## config.mk

```make
export PLATFORM = sky130hd
export DESIGN_NAME = uart_cmd_parser_flat
export DESIGN_NICKNAME = d
export VERILOG_FILES = /design/src/rtl/uart_cmd_parser_if.sv /design/src/rtl/uart_cmd_parser.sv /design/src/flat_wrapper.sv
export SDC_FILE = /design/constraint.sdc
export NUM_CORES = 1
export LEC_CHECK = 0
export ABC_CLOCK_PERIOD_IN_PS = 2200
export CAP_MARGIN = 10
export CORE_UTILIZATION = 31
export DETAILED_ROUTE_END_ITERATION = 6
export GPL_TIMING_DRIVEN = 0
export PLACE_DENSITY = 0.56
export SETUP_SLACK_MARGIN = 0.4
export SLEW_MARGIN = 20
export SYNTH_ARGS = -nofsm -noshare
export SYNTH_HDL_FRONTEND = slang
export SYNTH_SLANG_ARGS = --single-unit
```

## constraint.sdc

```tcl
create_clock -name clk -period 2.2 [get_ports clk]
set_input_delay 0.55 -clock clk [delete_from_list [all_inputs] [get_ports clk]]
set_output_delay 0.55 -clock clk [all_outputs]
set_load 0.02 [all_outputs]
```

## src/rtl/uart_cmd_parser_if.sv

```systemverilog
// Bundle of the byte stream, register-bank and transmitter signals around the
// UART command parser. The parser side uses the master modport; the
// receiver/register-bank/transmitter environment uses the slave modport.
interface uart_cmd_parser_if #(
  parameter int ADDR_WIDTH = 7
);

  logic                  rx_valid;
  logic [7:0]            rx_data;
  logic                  rx_timeout;

  logic [ADDR_WIDTH-1:0] reg_addr;
  logic                  reg_wr_en;
  logic [7:0]            reg_wr_data;
  logic                  reg_rd_en;
  logic [7:0]            reg_rd_data;

  logic                  tx_valid;
  logic [7:0]            tx_data;
  logic                  tx_ready;

  logic                  busy;
  logic                  cmd_err;

  modport master (
    input  rx_valid, rx_data, rx_timeout, reg_rd_data, tx_ready,
    output reg_addr, reg_wr_en, reg_wr_data, reg_rd_en, tx_valid, tx_data,
           busy, cmd_err
  );

  modport slave (
    output rx_valid, rx_data, rx_timeout, reg_rd_data, tx_ready,
    input  reg_addr, reg_wr_en, reg_wr_data, reg_rd_en, tx_valid, tx_data,
           busy, cmd_err
  );

endinterface

```

## src/rtl/uart_cmd_parser.sv

```systemverilog
// Command parser between the UART receiver and the register bank.
// A packet is a header {rnw, addr}, a length byte, and for writes the data
// bytes. Reads fetch one register at a time from the bank and hand each byte
// to the transmitter through a valid/ready handshake. The address
// auto-increments per byte and wraps at the top of the address space.
module uart_cmd_parser #(
  parameter int ADDR_WIDTH = 7
) (
  input  logic                   clk,
  input  logic                   rst,
  uart_cmd_parser_if.master      bus
);

  typedef enum logic [2:0] {
    S_IDLE,
    S_LEN,
    S_WDATA,
    S_RD_REQ,
    S_RD_WAIT,
    S_RD_SEND
  } state_t;

  localparam logic [ADDR_WIDTH-1:0] ADDR_ONE = 1;

  state_t                state_q, state_d;
  logic                  rnw_q, rnw_d;
  logic [7:0]            remaining_q, remaining_d;
  logic [ADDR_WIDTH-1:0] reg_addr_q, reg_addr_d;
  logic                  reg_wr_en_q, reg_wr_en_d;
  logic [7:0]            reg_wr_data_q, reg_wr_data_d;
  logic                  reg_rd_en_q, reg_rd_en_d;
  logic                  tx_valid_q, tx_valid_d;
  logic [7:0]            tx_data_q, tx_data_d;
  logic                  cmd_err_q, cmd_err_d;

  logic                  tx_fire;

  assign tx_fire = tx_valid_q && bus.tx_ready;

  // State and registered outputs; reset clears everything without an error pulse.
  always_ff @(posedge clk) begin
    if (rst) begin
      state_q       <= S_IDLE;
      rnw_q         <= 1'b0;
      remaining_q   <= '0;
      reg_addr_q    <= '0;
      reg_wr_en_q   <= 1'b0;
      reg_wr_data_q <= '0;
      reg_rd_en_q   <= 1'b0;
      tx_valid_q    <= 1'b0;
      tx_data_q     <= '0;
      cmd_err_q     <= 1'b0;
    end else begin
      state_q       <= state_d;
      rnw_q         <= rnw_d;
      remaining_q   <= remaining_d;
      reg_addr_q    <= reg_addr_d;
      reg_wr_en_q   <= reg_wr_en_d;
      reg_wr_data_q <= reg_wr_data_d;
      reg_rd_en_q   <= reg_rd_en_d;
      tx_valid_q    <= tx_valid_d;
      tx_data_q     <= tx_data_d;
      cmd_err_q     <= cmd_err_d;
    end
  end

  // Next-state decode; an incoming byte takes priority over a timeout pulse.
  always_comb begin
    state_d = state_q;
    unique case (state_q)
      S_IDLE: begin
        if (bus.rx_valid) state_d = S_LEN;
      end
      S_LEN: begin
        if (bus.rx_valid) begin
          if (bus.rx_data == 8'd0) state_d = S_IDLE;
          else if (rnw_q)          state_d = S_RD_REQ;
          else                     state_d = S_WDATA;
        end else if (bus.rx_timeout) begin
          state_d = S_IDLE;
        end
      end
      S_WDATA: begin
        if (bus.rx_valid) begin
          if (remaining_q <= 8'd1) state_d = S_IDLE;
        end else if (bus.rx_timeout) begin
          state_d = S_IDLE;
        end
      end
      S_RD_REQ:  state_d = S_RD_WAIT;
      S_RD_WAIT: state_d = S_RD_SEND;
      S_RD_SEND: begin
        if (tx_fire) state_d = (remaining_q <= 8'd1) ? S_IDLE : S_RD_REQ;
      end
      default:   state_d = S_IDLE;
    endcase
  end

  // Datapath and output strobes; the write address advances the cycle after each write strobe.
  always_comb begin
    rnw_d         = rnw_q;
    remaining_d   = remaining_q;
    reg_addr_d    = reg_wr_en_q ? (reg_addr_q + ADDR_ONE) : reg_addr_q;
    reg_wr_en_d   = 1'b0;
    reg_wr_data_d = reg_wr_data_q;
    reg_rd_en_d   = (state_d == S_RD_REQ) && (state_q != S_RD_REQ);
    tx_valid_d    = tx_valid_q;
    tx_data_d     = tx_data_q;
    cmd_err_d     = 1'b0;
    unique case (state_q)
      S_IDLE: begin
        if (bus.rx_valid) begin
          rnw_d      = bus.rx_data[7];
          reg_addr_d = bus.rx_data[ADDR_WIDTH-1:0];
        end
      end
      S_LEN: begin
        if (bus.rx_valid)        remaining_d = bus.rx_data;
        else if (bus.rx_timeout) cmd_err_d   = 1'b1;
      end
      S_WDATA: begin
        if (bus.rx_valid) begin
          reg_wr_en_d   = 1'b1;
          reg_wr_data_d = bus.rx_data;
          if (remaining_q != 8'd0) remaining_d = remaining_q - 8'd1;
        end else if (bus.rx_timeout) begin
          cmd_err_d = 1'b1;
        end
      end
      S_RD_REQ: begin
        if (bus.rx_valid) cmd_err_d = 1'b1;
      end
      S_RD_WAIT: begin
        if (bus.rx_valid) cmd_err_d = 1'b1;
        tx_data_d  = bus.reg_rd_data;
        tx_valid_d = 1'b1;
      end
      S_RD_SEND: begin
        if (bus.rx_valid) cmd_err_d = 1'b1;
        if (tx_fire) begin
          tx_valid_d = 1'b0;
          reg_addr_d = reg_addr_q + ADDR_ONE;
          if (remaining_q != 8'd0) remaining_d = remaining_q - 8'd1;
        end
      end
      default: begin
      end
    endcase
  end

  assign bus.reg_addr    = reg_addr_q;
  assign bus.reg_wr_en   = reg_wr_en_q;
  assign bus.reg_wr_data = reg_wr_data_q;
  assign bus.reg_rd_en   = reg_rd_en_q;
  assign bus.tx_valid    = tx_valid_q;
  assign bus.tx_data     = tx_data_q;
  assign bus.busy        = (state_q != S_IDLE);
  assign bus.cmd_err     = cmd_err_q;

endmodule
```

## src/flat_wrapper.sv

```systemverilog
// flat-port wrapper written by rule: the top's interface ports become plain ports
module uart_cmd_parser_flat 
#(
  parameter int ADDR_WIDTH = 7
)
  (clk, rst, bus_rx_valid, bus_rx_data, bus_rx_timeout, bus_reg_rd_data, bus_tx_ready, bus_reg_addr, bus_reg_wr_en, bus_reg_wr_data, bus_reg_rd_en, bus_tx_valid, bus_tx_data, bus_busy, bus_cmd_err);
  uart_cmd_parser_if #(.ADDR_WIDTH(ADDR_WIDTH)) bus_i ();
  input  logic clk;
  input  logic rst;
  input wire logic [$bits(bus_i.rx_valid)-1:0] bus_rx_valid;
  input wire logic [$bits(bus_i.rx_data)-1:0] bus_rx_data;
  input wire logic [$bits(bus_i.rx_timeout)-1:0] bus_rx_timeout;
  input wire logic [$bits(bus_i.reg_rd_data)-1:0] bus_reg_rd_data;
  input wire logic [$bits(bus_i.tx_ready)-1:0] bus_tx_ready;
  output wire logic [$bits(bus_i.reg_addr)-1:0] bus_reg_addr;
  output wire logic [$bits(bus_i.reg_wr_en)-1:0] bus_reg_wr_en;
  output wire logic [$bits(bus_i.reg_wr_data)-1:0] bus_reg_wr_data;
  output wire logic [$bits(bus_i.reg_rd_en)-1:0] bus_reg_rd_en;
  output wire logic [$bits(bus_i.tx_valid)-1:0] bus_tx_valid;
  output wire logic [$bits(bus_i.tx_data)-1:0] bus_tx_data;
  output wire logic [$bits(bus_i.busy)-1:0] bus_busy;
  output wire logic [$bits(bus_i.cmd_err)-1:0] bus_cmd_err;
  assign bus_i.rx_valid = bus_rx_valid;
  assign bus_i.rx_data = bus_rx_data;
  assign bus_i.rx_timeout = bus_rx_timeout;
  assign bus_i.reg_rd_data = bus_reg_rd_data;
  assign bus_i.tx_ready = bus_tx_ready;
  assign bus_reg_addr = bus_i.reg_addr;
  assign bus_reg_wr_en = bus_i.reg_wr_en;
  assign bus_reg_wr_data = bus_i.reg_wr_data;
  assign bus_reg_rd_en = bus_i.reg_rd_en;
  assign bus_tx_valid = bus_i.tx_valid;
  assign bus_tx_data = bus_i.tx_data;
  assign bus_busy = bus_i.busy;
  assign bus_cmd_err = bus_i.cmd_err;
  uart_cmd_parser #(.ADDR_WIDTH(ADDR_WIDTH)) u_core (.clk(clk), .rst(rst), .bus(bus_i));
endmodule
```

==> results.tsv <==
stage	metric	value	unit
setup_path	critical_path_arrival	1.39	ns
place	dp.cells	411	
logic_synthesis	syn_inst	267	
clock_network	cts_buffers	5	
sta	fmax	516	MHz
sta	hold_ws	0.457	ns
power_and_ir_drop	p_per_area	576	nW/um^2
power_and_ir_drop	vdd_ir_drop_max	0.307	mV
setup_path	worstPathRequired	1.65	ns
logic_synthesis	synth_top_area_frac	0.353	
drt	drt-initial-drc-count	89	
setup_path	slowest_stage	or3_4	
place	dp_hpwl	4720	um
global_route	antenna_found_initial	0	
drt	vias	2300	
global_route	gr-total-overflow	0	
setup_path	worstPathCellList	buf_8 > clkbuf_16 > or3_4 > buf_6	
hold_path	hold_path_class	flip-flop to flip-flop	
sta	period_needed	1.94	ns
place	place_congestion	0.842	
sta	slew_headroom	0.594	
clock_network	cts_tree	built	
setup_path	startpoint_type	flip-flop	
sta	rsz0062_at_grt	true	
global_route	grtUsageTotal	0.195	
place	numPortBuffers	48	
die	ios	49	
logic_synthesis	ys.flop_type	dfxtp_1	
setup_path	end_kind	output pin	
drt	post_drt_wl_per_cell	16.0	um
logic_synthesis	synth_top_cell_by_area	dfxtp_1	
die	num_rows	30	
global_route	grt_pass1_vias	2192	
die	dieArea	7480	um^2
clock_network	ctsLongestPathBuffers	2	
finish	syn_to_final_growth	42.1	%
sta	fin_crit_sh	0.882	
flow_run	max_cap_violations	0	
sta	finalSetupViolCount	0	
drt	drt_wl_total	6910	um
logic_synthesis	async_reset_ff_frac	0	
setup_path	r2r_slack	0.47	ns
finish	diodes	0	
drt	drtPass1Iterations	4	
logic_synthesis	synth_area	2210	um^2
sta	setup_ws	0.261	ns
drt	drc_errors	0	
clock_network	hold_buffers	0	
place	place_ws	-0.237	ns
finish	final_cell_mix	49 x nand2_1, 37 x dfxtp_1, 34 x a21oi_1	
setup_path	max_stage_delay	0.36	ns
logic_synthesis	synth_edf_count	0	
finish	drive_gt1_frac	0.170	
die	die_h	86.5	um
clock_network	clock-sinks	39	
clock_network	htreeDepth	2	
global_route	grt_pass1_wl	11300	um
setup_path	crit_type	flip-flop to output pin	
sta	slew_viol_final	0	
die	die_width	86.5	um
clock_network	insertion_delay	0.29	ns
die	core-area	6830	um^2
finish	fillCellCount	727	
sta	hold_viol	0	
finish	nets	359	
clock_network	clkTransAtPathRegs	0.08	ns
power_and_ir_drop	cellLeakagePower	0.00131	uW
logic_synthesis	ys_warn_count	0	
finish	utilization	0.460	
run_status	status	completed	
die	start_util	0.324	
logic_synthesis	avgSynthCellArea	8.29	um^2
clock_network	ctsRootBufferMaster	clkbuf_8	
global_route	grt_max_degree	14	
logic_synthesis	synthTopCellsByArea	dfxtp_1 35%, nand2_1 8.5%, a21oi_1 7.7%	
logic_synthesis	netlist-cell-type-count	58	
drt	ant_nets	0	
logic_synthesis	ys_ff_latch	39	
sta	tightest_slew	0.604	ns
finish	layout.cells.non_filler	431	
finish	layout_commonest_cell	nand2_1	
logic_synthesis	syn_nets	292	
setup_path	cp_max_fo	2	
drt	detail_route.vias_per_cell	5.34	
sta	clock_skew	0.00458	ns
logic_synthesis	synth-seq-area-share	0.353	
-- cells in the mapped netlist, drive strengths merged, types with 4 or more instances --
library cell	n
buf	9
nor4	6
ha	4
nand2	51
o2111ai	4
inv	6
nor2	13
o21ai	10
dfxtp	39
clkbuf	8
nand3	8
nor3	7
a21oi	34
-- layer usage --
metal | global-route usage | up-vias | share of wire
met1 | 0.265 | 1102 | 0.47
met4 | 0.0667 | 0 | 0.013
met5 | 0 | - | 0
li1 | - | 1123 | -
met3 | 0.0486 | 7 | 0.065
met2 | 0.302 | 68 | 0.46
-- sequential cells by signal, indices dropped and copies added (netlist names), 3 cells and up --
name	count
u_core.bus.tx_data	8
u_core.state_q	3
u_core.remaining_q	8
u_core.bus.reg_wr_data	8
u_core.bus.reg_addr	7
-- report_power, final --
| group | switching, uW | leakage [uW] | internal, uW | total, uW |
|---|---|---|---|---|
| clock | 274 | 0.0000581 | 338 | 612 |
| sequential | 39.1 | 0.000318 | 737 | 776 |
| combinational | 225 | 0.000934 | 198 | 423 |
| total | 538 | 0.00131 | 1270 | 1810 |
-- worst paths after layout --
kind | from | endpoint | cells after the start
setup reg to reg | u_core.state_q[0] | u_core.bus.reg_addr[4] | 7
hold reg to reg | u_core.bus.tx_data[5] | u_core.bus.tx_data[5] | 2
hold / removal | u_core.bus.tx_data[5] | u_core.bus.tx_data[5] | 2
setup / recovery | u_core.state_q[1] | bus_busy | 4
-- timing repair --
| action | 4_1_cts | 5_1_grt |
|---|---|---|
| resized for setup | 49 | 21 |
| setup buffers | 9 | 3 |
| setup endpoints to repair | 55 | 13 |
| pin swaps | 4 | 4 |
-- layout make-up --
class / instances / area, um^2 / share of cell area
Clock inverter: 3 / 43.8 / 0.0139
Buffer: 17 / 160 / 0.0509
Sequential cell: 39 / 786 / 0.250
Tap cell: 96 / 120 / 0.0382
Timing Repair Buffer: 60 / 558 / 0.177
Clock buffer: 5 / 68.8 / 0.0219
Multi-Input combinational cell: 205 / 1390 / 0.441
Inverter: 6 / 22.5 / 0.00716
-- cell families after synthesis --
group,synth area share
flops,0.353
buf+inv,0.0548
compound gates,0.248
xor+xnor,0.00396
simple gates,0.304
fa+ha+maj,0.0226
mux,0.0141
-- through the flow --
stage	TNS (ns)	cell area, um^2	power [uW]
2_1_floorplan	0	2210	1010
3_3_place_gp	-2.84	2810	1160
3_5_place_dp	-3.16	2810	1160
4_1_cts	0	3040	1790
5_1_grt	0	3140	1900
6_report	0	3140	1810
-- worst max-delay path, delay by kind of cell (launching register included) --
| kind | cells | cell delay (ns) |
|---|---|---|
| buf+inv | 3 | 0.39 |
| simple gates | 1 | 0.36 |
| flops | 1 | 0.35 |
(Power assumes the default switching activity.)
